`config.mk`:
```
export PLATFORM = sky130hd
export DESIGN_NAME = fwd_pipe_ctrl_flat
export DESIGN_NICKNAME = d
export VERILOG_FILES = /design/src/rtl/fwd_pipe_pkg.sv /design/src/rtl/fwd_pipe_ctrl_if.sv /design/src/rtl/fwd_match.sv /design/src/rtl/fwd_pipe_ctrl.sv /design/src/flat_wrapper.sv
export SDC_FILE = /design/constraint.sdc
export NUM_CORES = 1
export LEC_CHECK = 0
export BUFFER_PORTS_ARGS = -buffer_cell sky130_fd_sc_hd__buf_2
export CAP_MARGIN = 20
export CORE_AREA = 3 3 112 114
export CTS_BUF_LIST = sky130_fd_sc_hd__clkbuf_4 sky130_fd_sc_hd__clkbuf_8 sky130_fd_sc_hd__clkbuf_16
export DETAILED_ROUTE_END_ITERATION = 7
export DIE_AREA = 0 0 115 117
export GPL_TIMING_DRIVEN = 0
export PLACE_DENSITY_LB_ADDON = 0.08
export SYNTH_ARGS = -nofsm -noshare
export SYNTH_HDL_FRONTEND = slang
export SYNTH_SLANG_ARGS = --single-unit
```
`constraint.sdc`:
```
create_clock -name clk -period 4.7 [get_ports clk]
set_input_delay 1.41 -clock clk [delete_from_list [all_inputs] [get_ports clk]]
set_output_delay 1.41 -clock clk [all_outputs]
set_load 0.02 [all_outputs]
```
`src/rtl/fwd_pipe_pkg.sv`:
```
// fwd_pipe_pkg: shared slot record and selector encoding
// for the forwarding / interlock controller.
package fwd_pipe_pkg;

  localparam int REGW_MAX = 8;
  localparam int SEL_RF = 0;

  typedef struct packed {
    logic                valid;
    logic [REGW_MAX-1:0] dest;
    logic                wr;
    logic                load;
  } slot_t;

  localparam slot_t BUBBLE = '0;

  function automatic int selOf(int k);
    return k + 1;
  endfunction

endpackage

```
`src/rtl/fwd_pipe_ctrl_if.sv`:
```
// fwd_pipe_ctrl_if: decode/result inputs and forwarding,
// stall and writeback outputs of the pipe controller.
interface fwd_pipe_ctrl_if #(
  parameter int DEPTH = 3,
  parameter int DATAW = 32,
  parameter int REGW  = 5
);
  localparam int SELW = $clog2(DEPTH + 1);

  logic                   issue_i;
  logic [REGW-1:0]        rs_i;
  logic [REGW-1:0]        rt_i;
  logic [DATAW-1:0]       rf_a_i;
  logic [DATAW-1:0]       rf_b_i;
  logic [REGW-1:0]        dest_i;
  logic                   wr_i;
  logic                   load_i;
  logic [DEPTH*DATAW-1:0] res_i;
  logic                   busy_i;
  logic                   flush_i;
  logic [DATAW-1:0]       opa_o;
  logic [DATAW-1:0]       opb_o;
  logic [SELW-1:0]        sel_a_o;
  logic [SELW-1:0]        sel_b_o;
  logic                   stall_d_o;
  logic                   wb_valid_o;
  logic [REGW-1:0]        wb_reg_o;
  logic [31:0]            stall_cnt_o;

  modport master (
    output issue_i, rs_i, rt_i, rf_a_i, rf_b_i,
    output dest_i, wr_i, load_i, res_i,
    output busy_i, flush_i,
    input  opa_o, opb_o, sel_a_o, sel_b_o,
    input  stall_d_o, wb_valid_o, wb_reg_o,
    input  stall_cnt_o
  );

  modport slave (
    input  issue_i, rs_i, rt_i, rf_a_i, rf_b_i,
    input  dest_i, wr_i, load_i, res_i,
    input  busy_i, flush_i,
    output opa_o, opb_o, sel_a_o, sel_b_o,
    output stall_d_o, wb_valid_o, wb_reg_o,
    output stall_cnt_o
  );

endinterface

```
`src/rtl/fwd_match.sv`:
```
// fwd_match: youngest-match search for one source operand.
// FWD_PIPE_BYPASS_EN selects forwarding, else interlock-only.
module fwd_match
  import fwd_pipe_pkg::*;
#(
  parameter  int DEPTH   = 3,
  parameter  int DATAW   = 32,
  parameter  int REGW    = 5,
  parameter  int LOADSTG = DEPTH - 1,
  localparam int SELW    = $clog2(DEPTH + 1)
) (
  input  slot_t [DEPTH-1:0]      slots,
  input  logic [REGW-1:0]        src,
  input  logic [DATAW-1:0]       rf,
  input  logic [DEPTH*DATAW-1:0] res,
  output logic [DATAW-1:0]       opnd,
  output logic [SELW-1:0]        sel,
  output logic                   hold
);

  logic found;
  int   idx;

  // lowest slot index is the youngest producer
  always_comb begin
    found = 1'b0;
    idx   = 0;
    for (int k = 0; k < DEPTH; k++) begin
      if (!found && src != '0 &&
          slots[k].valid && slots[k].wr &&
          slots[k].dest == REGW_MAX'(src)) begin
        found = 1'b1;
        idx   = k;
      end
    end
  end

`ifdef FWD_PIPE_BYPASS_EN
  always_comb begin
    opnd = rf;
    sel  = SELW'(SEL_RF);
    hold = 1'b0;
    if (found) begin
      if (slots[idx].load && idx < LOADSTG) begin
        hold = 1'b1;
      end else begin
        sel  = SELW'(selOf(idx));
        opnd = res[idx*DATAW +: DATAW];
      end
    end
  end
`else
  logic unusedBits;
  assign unusedBits = ^{res, slots} ^ (LOADSTG > 0);
  assign opnd = rf;
  assign sel  = SELW'(SEL_RF);
  // the last slot writes the regfile this cycle
  assign hold = found && (idx < DEPTH - 1);
`endif

endmodule

```
`src/rtl/fwd_pipe_ctrl.sv`:
```
// fwd_pipe_ctrl: slot tracking, forwarding and stall control.
// Define FWD_PIPE_BYPASS_EN to enable result forwarding.
module fwd_pipe_ctrl
  import fwd_pipe_pkg::*;
#(
  parameter int DEPTH   = 3,
  parameter int DATAW   = 32,
  parameter int REGW    = 5,
  parameter int LOADSTG = DEPTH - 1
) (
  input logic             clk,
  input logic             rst,
  fwd_pipe_ctrl_if.slave  bus
);

  localparam int SELW = $clog2(DEPTH + 1);

  slot_t [DEPTH-1:0] slotQ;
  slot_t             entry;
  logic              holdA;
  logic              holdB;
  logic              stallD;
  logic [31:0]       stallCnt;
  logic [DATAW-1:0]  opA;
  logic [DATAW-1:0]  opB;
  logic [SELW-1:0]   selA;
  logic [SELW-1:0]   selB;

  fwd_match #(
    .DEPTH(DEPTH), .DATAW(DATAW),
    .REGW(REGW), .LOADSTG(LOADSTG)
  ) uMatchA (
    .slots(slotQ), .src(bus.rs_i),
    .rf(bus.rf_a_i), .res(bus.res_i),
    .opnd(opA), .sel(selA), .hold(holdA)
  );

  fwd_match #(
    .DEPTH(DEPTH), .DATAW(DATAW),
    .REGW(REGW), .LOADSTG(LOADSTG)
  ) uMatchB (
    .slots(slotQ), .src(bus.rt_i),
    .rf(bus.rf_b_i), .res(bus.res_i),
    .opnd(opB), .sel(selB), .hold(holdB)
  );

  assign entry = '{
    valid: bus.issue_i,
    dest:  REGW_MAX'(bus.dest_i),
    wr:    bus.wr_i,
    load:  bus.load_i
  };

  assign stallD = ~rst & bus.issue_i & ~bus.flush_i &
                  (bus.busy_i | holdA | holdB);

  always_ff @(posedge clk or posedge rst) begin
    if (rst) begin
      slotQ    <= '0;
      stallCnt <= '0;
    end else begin
      for (int k = 2; k < DEPTH; k++) begin
        slotQ[k] <= slotQ[k-1];
      end
      // flush kills slot 0 even while the unit is busy
      if (bus.flush_i) begin
        slotQ[0] <= BUBBLE;
        slotQ[1] <= BUBBLE;
      end else if (bus.busy_i) begin
        slotQ[1] <= BUBBLE;
      end else begin
        slotQ[1] <= slotQ[0];
        slotQ[0] <= stallD ? BUBBLE : entry;
      end
      if (stallD && stallCnt != '1) begin
        stallCnt <= stallCnt + 32'd1;
      end
    end
  end

  assign bus.opa_o       = opA;
  assign bus.opb_o       = opB;
  assign bus.sel_a_o     = selA;
  assign bus.sel_b_o     = selB;
  assign bus.stall_d_o   = stallD;
  assign bus.stall_cnt_o = stallCnt;
  assign bus.wb_valid_o  = slotQ[DEPTH-1].valid &
                           slotQ[DEPTH-1].wr;
  assign bus.wb_reg_o    = slotQ[DEPTH-1].dest[REGW-1:0];

endmodule

```
`src/flat_wrapper.sv`:
```
// flat-port wrapper written by rule: the top's interface ports become plain ports
module fwd_pipe_ctrl_flat import fwd_pipe_pkg::*;
#(
  parameter int DEPTH   = 3,
  parameter int DATAW   = 32,
  parameter int REGW    = 5,
  parameter int LOADSTG = DEPTH - 1
)
  (clk, rst, bus_issue_i, bus_rs_i, bus_rt_i, bus_rf_a_i, bus_rf_b_i, bus_dest_i, bus_wr_i, bus_load_i, bus_res_i, bus_busy_i, bus_flush_i, bus_opa_o, bus_opb_o, bus_sel_a_o, bus_sel_b_o, bus_stall_d_o, bus_wb_valid_o, bus_wb_reg_o, bus_stall_cnt_o);
  fwd_pipe_ctrl_if #(.DEPTH(DEPTH), .DATAW(DATAW), .REGW(REGW)) bus_i ();
  input logic clk;
  input logic rst;
  input wire logic [$bits(bus_i.issue_i)-1:0] bus_issue_i;
  input wire logic [$bits(bus_i.rs_i)-1:0] bus_rs_i;
  input wire logic [$bits(bus_i.rt_i)-1:0] bus_rt_i;
  input wire logic [$bits(bus_i.rf_a_i)-1:0] bus_rf_a_i;
  input wire logic [$bits(bus_i.rf_b_i)-1:0] bus_rf_b_i;
  input wire logic [$bits(bus_i.dest_i)-1:0] bus_dest_i;
  input wire logic [$bits(bus_i.wr_i)-1:0] bus_wr_i;
  input wire logic [$bits(bus_i.load_i)-1:0] bus_load_i;
  input wire logic [$bits(bus_i.res_i)-1:0] bus_res_i;
  input wire logic [$bits(bus_i.busy_i)-1:0] bus_busy_i;
  input wire logic [$bits(bus_i.flush_i)-1:0] bus_flush_i;
  output wire logic [$bits(bus_i.opa_o)-1:0] bus_opa_o;
  output wire logic [$bits(bus_i.opb_o)-1:0] bus_opb_o;
  output wire logic [$bits(bus_i.sel_a_o)-1:0] bus_sel_a_o;
  output wire logic [$bits(bus_i.sel_b_o)-1:0] bus_sel_b_o;
  output wire logic [$bits(bus_i.stall_d_o)-1:0] bus_stall_d_o;
  output wire logic [$bits(bus_i.wb_valid_o)-1:0] bus_wb_valid_o;
  output wire logic [$bits(bus_i.wb_reg_o)-1:0] bus_wb_reg_o;
  output wire logic [$bits(bus_i.stall_cnt_o)-1:0] bus_stall_cnt_o;
  assign bus_i.issue_i = bus_issue_i;
  assign bus_i.rs_i = bus_rs_i;
  assign bus_i.rt_i = bus_rt_i;
  assign bus_i.rf_a_i = bus_rf_a_i;
  assign bus_i.rf_b_i = bus_rf_b_i;
  assign bus_i.dest_i = bus_dest_i;
  assign bus_i.wr_i = bus_wr_i;
  assign bus_i.load_i = bus_load_i;
  assign bus_i.res_i = bus_res_i;
  assign bus_i.busy_i = bus_busy_i;
  assign bus_i.flush_i = bus_flush_i;
  assign bus_opa_o = bus_i.opa_o;
  assign bus_opb_o = bus_i.opb_o;
  assign bus_sel_a_o = bus_i.sel_a_o;
  assign bus_sel_b_o = bus_i.sel_b_o;
  assign bus_stall_d_o = bus_i.stall_d_o;
  assign bus_wb_valid_o = bus_i.wb_valid_o;
  assign bus_wb_reg_o = bus_i.wb_reg_o;
  assign bus_stall_cnt_o = bus_i.stall_cnt_o;
  fwd_pipe_ctrl #(.DEPTH(DEPTH), .DATAW(DATAW), .REGW(REGW), .LOADSTG(LOADSTG)) u_core (.clk(clk), .rst(rst), .bus(bus_i));
endmodule
```
-- Word-level counts from Yosys, hierarchy flattened
Index checks and enable logic that the tools add are counted.
- flip-flop bits (word level): 63
- output and inout port bits: 107
- input port bits: 182
- bitwise operators: 8
- equality and inequality tests: 8
- order comparisons: 2
- muxes and demuxes: 14
- reductions and logical operators: 31
- $add $sub $neg: 1
- operator list (kind ; count):
    $lt 32x3->1 const B ; 2
    $mux 32 ; 2
    $eq 8x5->1 ; 6
    $mux 11 ; 3
    $add 32x1->32 const B ; 1
    $ne 32x32->1 const B ; 1
    $logic_and 1x1->1 ; 25
    $mux 22 ; 1
    $reduce_bool 5->1 ; 2
    $mux 1 ; 8
    $and 1x1->1 ; 4
    $logic_not 1->1 ; 4
    $ne 2x1->1 const B ; 1
    $not 1->1 ; 2
    $or 1x1->1 ; 2

-- Logic depth before layout (Yosys ltp)
- word-level depth: 25
- gate-level depth with buffers: 7

-- Modules after synthesis
Synthesis repeated with hierarchy kept, for this count alone.
- cells, all modules: 341
- area, all modules: 3323.2 um^2
- modules (own cells, without submodules) (module ; area an instance (um^2) ; times used ; cells each):
    fwd_pipe_ctrl ; 2512.4 ; 1 ; 229
    fwd_match ; 405.4 ; 2 ; 56

-- Worst setup path before layout
OpenSTA, ideal clock, no wires.
- path kind: input to output
- start point: input rst
- end point: output bus_stall_d_o
- slack: -0.203 ns
- stages on the path: 3
- arrival time: 3.493 ns
- buffers on the path: 0
- cell sequence: inv_1 nand3_1 nor2_1
- longest elaborated chain between the ends: 4
- ends and longest elaborated chain (what ; RTL line ; text):
    from (decl) ; flat_wrapper.sv:12 ; input logic rst;
    $not 1->1 ; fwd_pipe_ctrl.sv:54 ; assign stallD = ~rst & bus.issue_i & ~bus.flush_i &
    $and 1x1->1 (3 in series) ; fwd_pipe_ctrl.sv:54 ;
    to (decl) ; flat_wrapper.sv:28 ; output wire logic [$bits(bus_i.stall_d_o)-1:0] bus_stall_d_o;
No other way between the ends.

-- Worst setup path in the final report
- start point: input bus_rt_i[0]
- end point: output bus_stall_d_o
- longest elaborated chain between the ends: 21
- elaborated cells between the ends (all ways): 26
- classes of those cells: order compare: 1; eq/ne: 3; mux: 5; bitwise: 2; reduce/logical: 15
- ends and longest elaborated chain (what ; RTL line ; text):
    from (decl) ; flat_wrapper.sv:15 ; input wire logic [$bits(bus_i.rt_i)-1:0] bus_rt_i;
    $reduce_bool 5->1 ; fwd_match.sv:29 ; if (!found && src != '0 &&
    $logic_and 1x1->1 ; fwd_match.sv:29 ;
    $logic_and 1x1->1 (2 in series) ; fwd_match.sv:30 ; slots[k].valid && slots[k].wr &&
    $mux 1 ; fwd_match.sv:29 ;
    $logic_not 1->1 ; fwd_match.sv:29 ;
    $logic_and 1x1->1 (2 in series) ; fwd_match.sv:29 ;
    $logic_and 1x1->1 (2 in series) ; fwd_match.sv:30 ;
    $mux 1 ; fwd_match.sv:29 ;
    $logic_not 1->1 ; fwd_match.sv:29 ;
    $logic_and 1x1->1 (2 in series) ; fwd_match.sv:29 ;
    $logic_and 1x1->1 (2 in series) ; fwd_match.sv:30 ;
    $mux 32 ; fwd_match.sv:29 ;
    $lt 32x3->1 ; fwd_match.sv:58 ; assign hold = found && (idx < DEPTH - 1);
    $logic_and 1x1->1 (*) ; fwd_match.sv:58 ;
    $or 1x1->1 (*) ; fwd_pipe_ctrl.sv:55 ; (bus.busy_i | holdA | holdB);
    $and 1x1->1 (*) ; fwd_pipe_ctrl.sv:54 ;
Every way passes the cells marked *; elsewhere a longest branch is shown, timed or not.

==> flow_metrics.tcl <==
set metrics [dict create \
    clock.fmax_mhz 220 \
    synth_compound_area_share_pct 4.39 \
    final_area_sq_mm 0.00435 \
    vias 2750 \
    synthSimpleGateAreaFrac_pct 24.3 \
    grt_most_used_layer "met1" \
    synth_area_sq_mm 0.00336 \
    synth_cell_types 43 \
    cts_made_buffers 5 \
    cp_cell_sequence "buf_2 > or4_1 > o211ai_1 > o22ai_1 > nor3_4 > buf_6 > nor2_1 > buf_2" \
    critPathRequiredTime_ns 3.29 \
    coreArea_sq_mm 0.0115 \
    place_area_sq_mm 0.00419 \
    rows 39 \
    diodes 0 \
    drt_iter0_drc 83 \
    cts_tree "built" \
    cts_hold_buf 0 \
    power.density_mw_per_mm2 263 \
    setup_violations 0 \
    die_x_um 115 \
    drc 0 \
    total_power_uw 1150 \
    drive_gt1_share_pct 52.8 \
    path_class "input pin to primary output" \
    initial_core_util_pct 29.2 \
    timing.rr.start "u_core.bus.stall_cnt_o[9]" \
    synth-adder-area-share_pct 0.372 \
    max_stage_delay_ns 0.57 \
    insertion_delay_ns 0.29 \
    grt_max_degree 38 \
    min_path_type "register to register" \
    ant_nets 0 \
    p_leak_uw 0.00222 \
    syn_to_final_growth_pct 29.4 \
    layout_commonest_cell "buf_2" \
    slowest_stage "or4_1" \
    use_met2_pct 18.8 \
    clock_skew_ns 0.00557 \
    rsz0062_at_grt "no" \
    synth_top_family_by_area "simple AND/OR/NAND/NOR gates" \
    worst_slew_pin_slew_ns 0.637 \
    cts-root-buf "clkbuf_16" \
    path_max_fanout 10 \
    ys_seq_elements 53 \
    status "complete, no violations" \
    antenna_found_initial 2 \
    synthXorXnorAreaFrac_pct 12.5 \
    final_nets 634 \
    synth_flop_cell "dfrtp_1" \
    grt_pass1_vias 2620 \
    startpoint_type "input pin" \
    final_max_slew_viol_count 0 \
    cts_max_level 2 \
    yosys_warnings 0 \
    synth_edf_count 0 \
    synthArstFlopShare_pct 100 \
    cap_violations 0 \
    fin_crit_ns 4.54 \
    ys_seq_area_share_pct 39.4 \
    path_clk_slew_ns 0.06 \
    met1_usage_pct 19.9 \
    vdd_drop_max_uv 135 \
    dp.final_hpwl_mm 7.25 \
    hold_viol_final 0 \
    setup.worst_path.start "bus_rt_i[0]" \
    place_congestion 0.754 \
    cts_sinks 53 \
    drt_wl_total_mm 9.17 \
    wl_per_cell_um 15.4 \
    die_h_um 117 \
    pin_count 289 \
    end_kind "primary output" \
    synth_mux_area_share_pct 1.38 \
    drt_first_pass_iters 4 \
    die-area_sq_mm 0.0135 \
    viasPerCell 4.63 \
    slew_headroom_pct 57.4 \
    gr-usage-met3_pct 3.60 \
    netlist_instances 316 \
    grt.overflow.total 0 \
    avgSynthCellArea_sq_um 10.6 \
    grt_util_all_layers_pct 13.3 \
    critPathArrivalTime_ns 3.13 \
    cpMostUsedCell "buf_2" \
    final_cell_mix "124 x buf_2, 76 x buf_4, 53 x dfrtp_1" \
    grt_pass1_wl_mm 14.0 \
    fin_crit_sh_pct 96.7 \
    clock_path_buffers 2 \
    numPortBuffers 123 \
    min_from "u_core.slotQ[12]" \
]
-- layer usage --
metal / vias up / routed length, um / part of all wire (%)
met3: 7 / 910 / 9.9
met2: 155 / 3690 / 40
met4: 2 / 89 / 0.97
li1: 1298 / - / -
met5: - / 7 / 0.076
met1: 1288 / 4470 / 49
-- sequential cells by signal (all words and copies together) (netlist names) --
register,count
u_core.slotQ,16
u_core.bus.stall_cnt_o,32
u_core.bus.wb_reg_o,5
-- Yosys cell counts, drive strengths merged (6+ instances only) --
library cell	number	area share, %
nor4	15	5.2
dfrtp	53	39
nand4	12	2.7
and2	12	2.2
nor3	13	3.1
xor2	28	7.3
a32o	6	1.8
nor2	9	1.0
nand2	13	1.5
buf	77	17
nand3	16	2.4
xnor2	20	5.2
-- critical path: cells and delay by family --
kind | cells | cell delay (ns)
buf+inv | 3 | 0.49
compound gates | 2 | 0.34
simple gates | 3 | 0.89
-- cell families (layout without fill, tap and decap cells) --
logic type | Yosys count | after routing
AOI/OAI and AO/OA | 15 | 15
xor gates and xnor gates | 48 | 48
adders and majority gates | 1 | 1
buffers and inverters | 81 | 213
DFF | 53 | 53
muxes | 4 | 4
other | 1 | 4
and+or+nand+nor | 113 | 113
-- through the flow --
step / instances / TNS [ns] / worst slack, ns / utilization [%] / hold WS [ns]
after detailed placement: 586 / -0.113 / -0.113 / 36.4 / 0.362
after CTS: 594 / 0 / 0.0401 / 37.7 / 0.377
after global placement: 585 / -0.483 / -0.483 / 36.2 / 0.355
final: 594 / 0 / 0.157 / 37.8 / 0.371
after global routing: 594 / 0 / 0.000123 / 37.8 / 0.397
after floorplan: 319 / 0 / 0.398 / - / 0.347
-- power by group --
| part | switching (uW) | leakage (uW) | internal, uW | total [uW] |
|---|---|---|---|---|
| sequential | 28.2 | 0.000717 | 478 | 506 |
| clock | 165 | 0.0000734 | 216 | 381 |
| combinational | 145 | 0.00143 | 114 | 259 |
-- layout make-up --
cell class	instances	area (sq um)
tap	143	179
timing repair buffer	125	643
buffer	77	579
clock buffer	7	146
multi-input combinational	185	1460
inverter	4	18.8
sequential	53	1330
fill	1214	7160
-- worst paths after layout --
check | endpoint | slack (ns) | depth (start not counted)
worst min register to register | u_core.slotQ[23] | 0.37 | 0
worst max register to register | u_core.bus.stall_cnt_o[10] | 2.19 | 7
worst max-delay path | bus_stall_d_o | 0.16 | 8
max in group asynchronous | u_core.slotQ[10] | 3.02 | 3
min in group asynchronous | u_core.bus.stall_cnt_o[12] | 1.15 | 2
worst min-delay path | u_core.slotQ[23] | 0.37 | 0
-- timing repair --
item,in CTS,in global routing
pin swaps,1,0
setup buffers,1,0
resized for setup,0,3
endpoints found under the setup margin,1,1
Power figures use the tool's default switching activity.
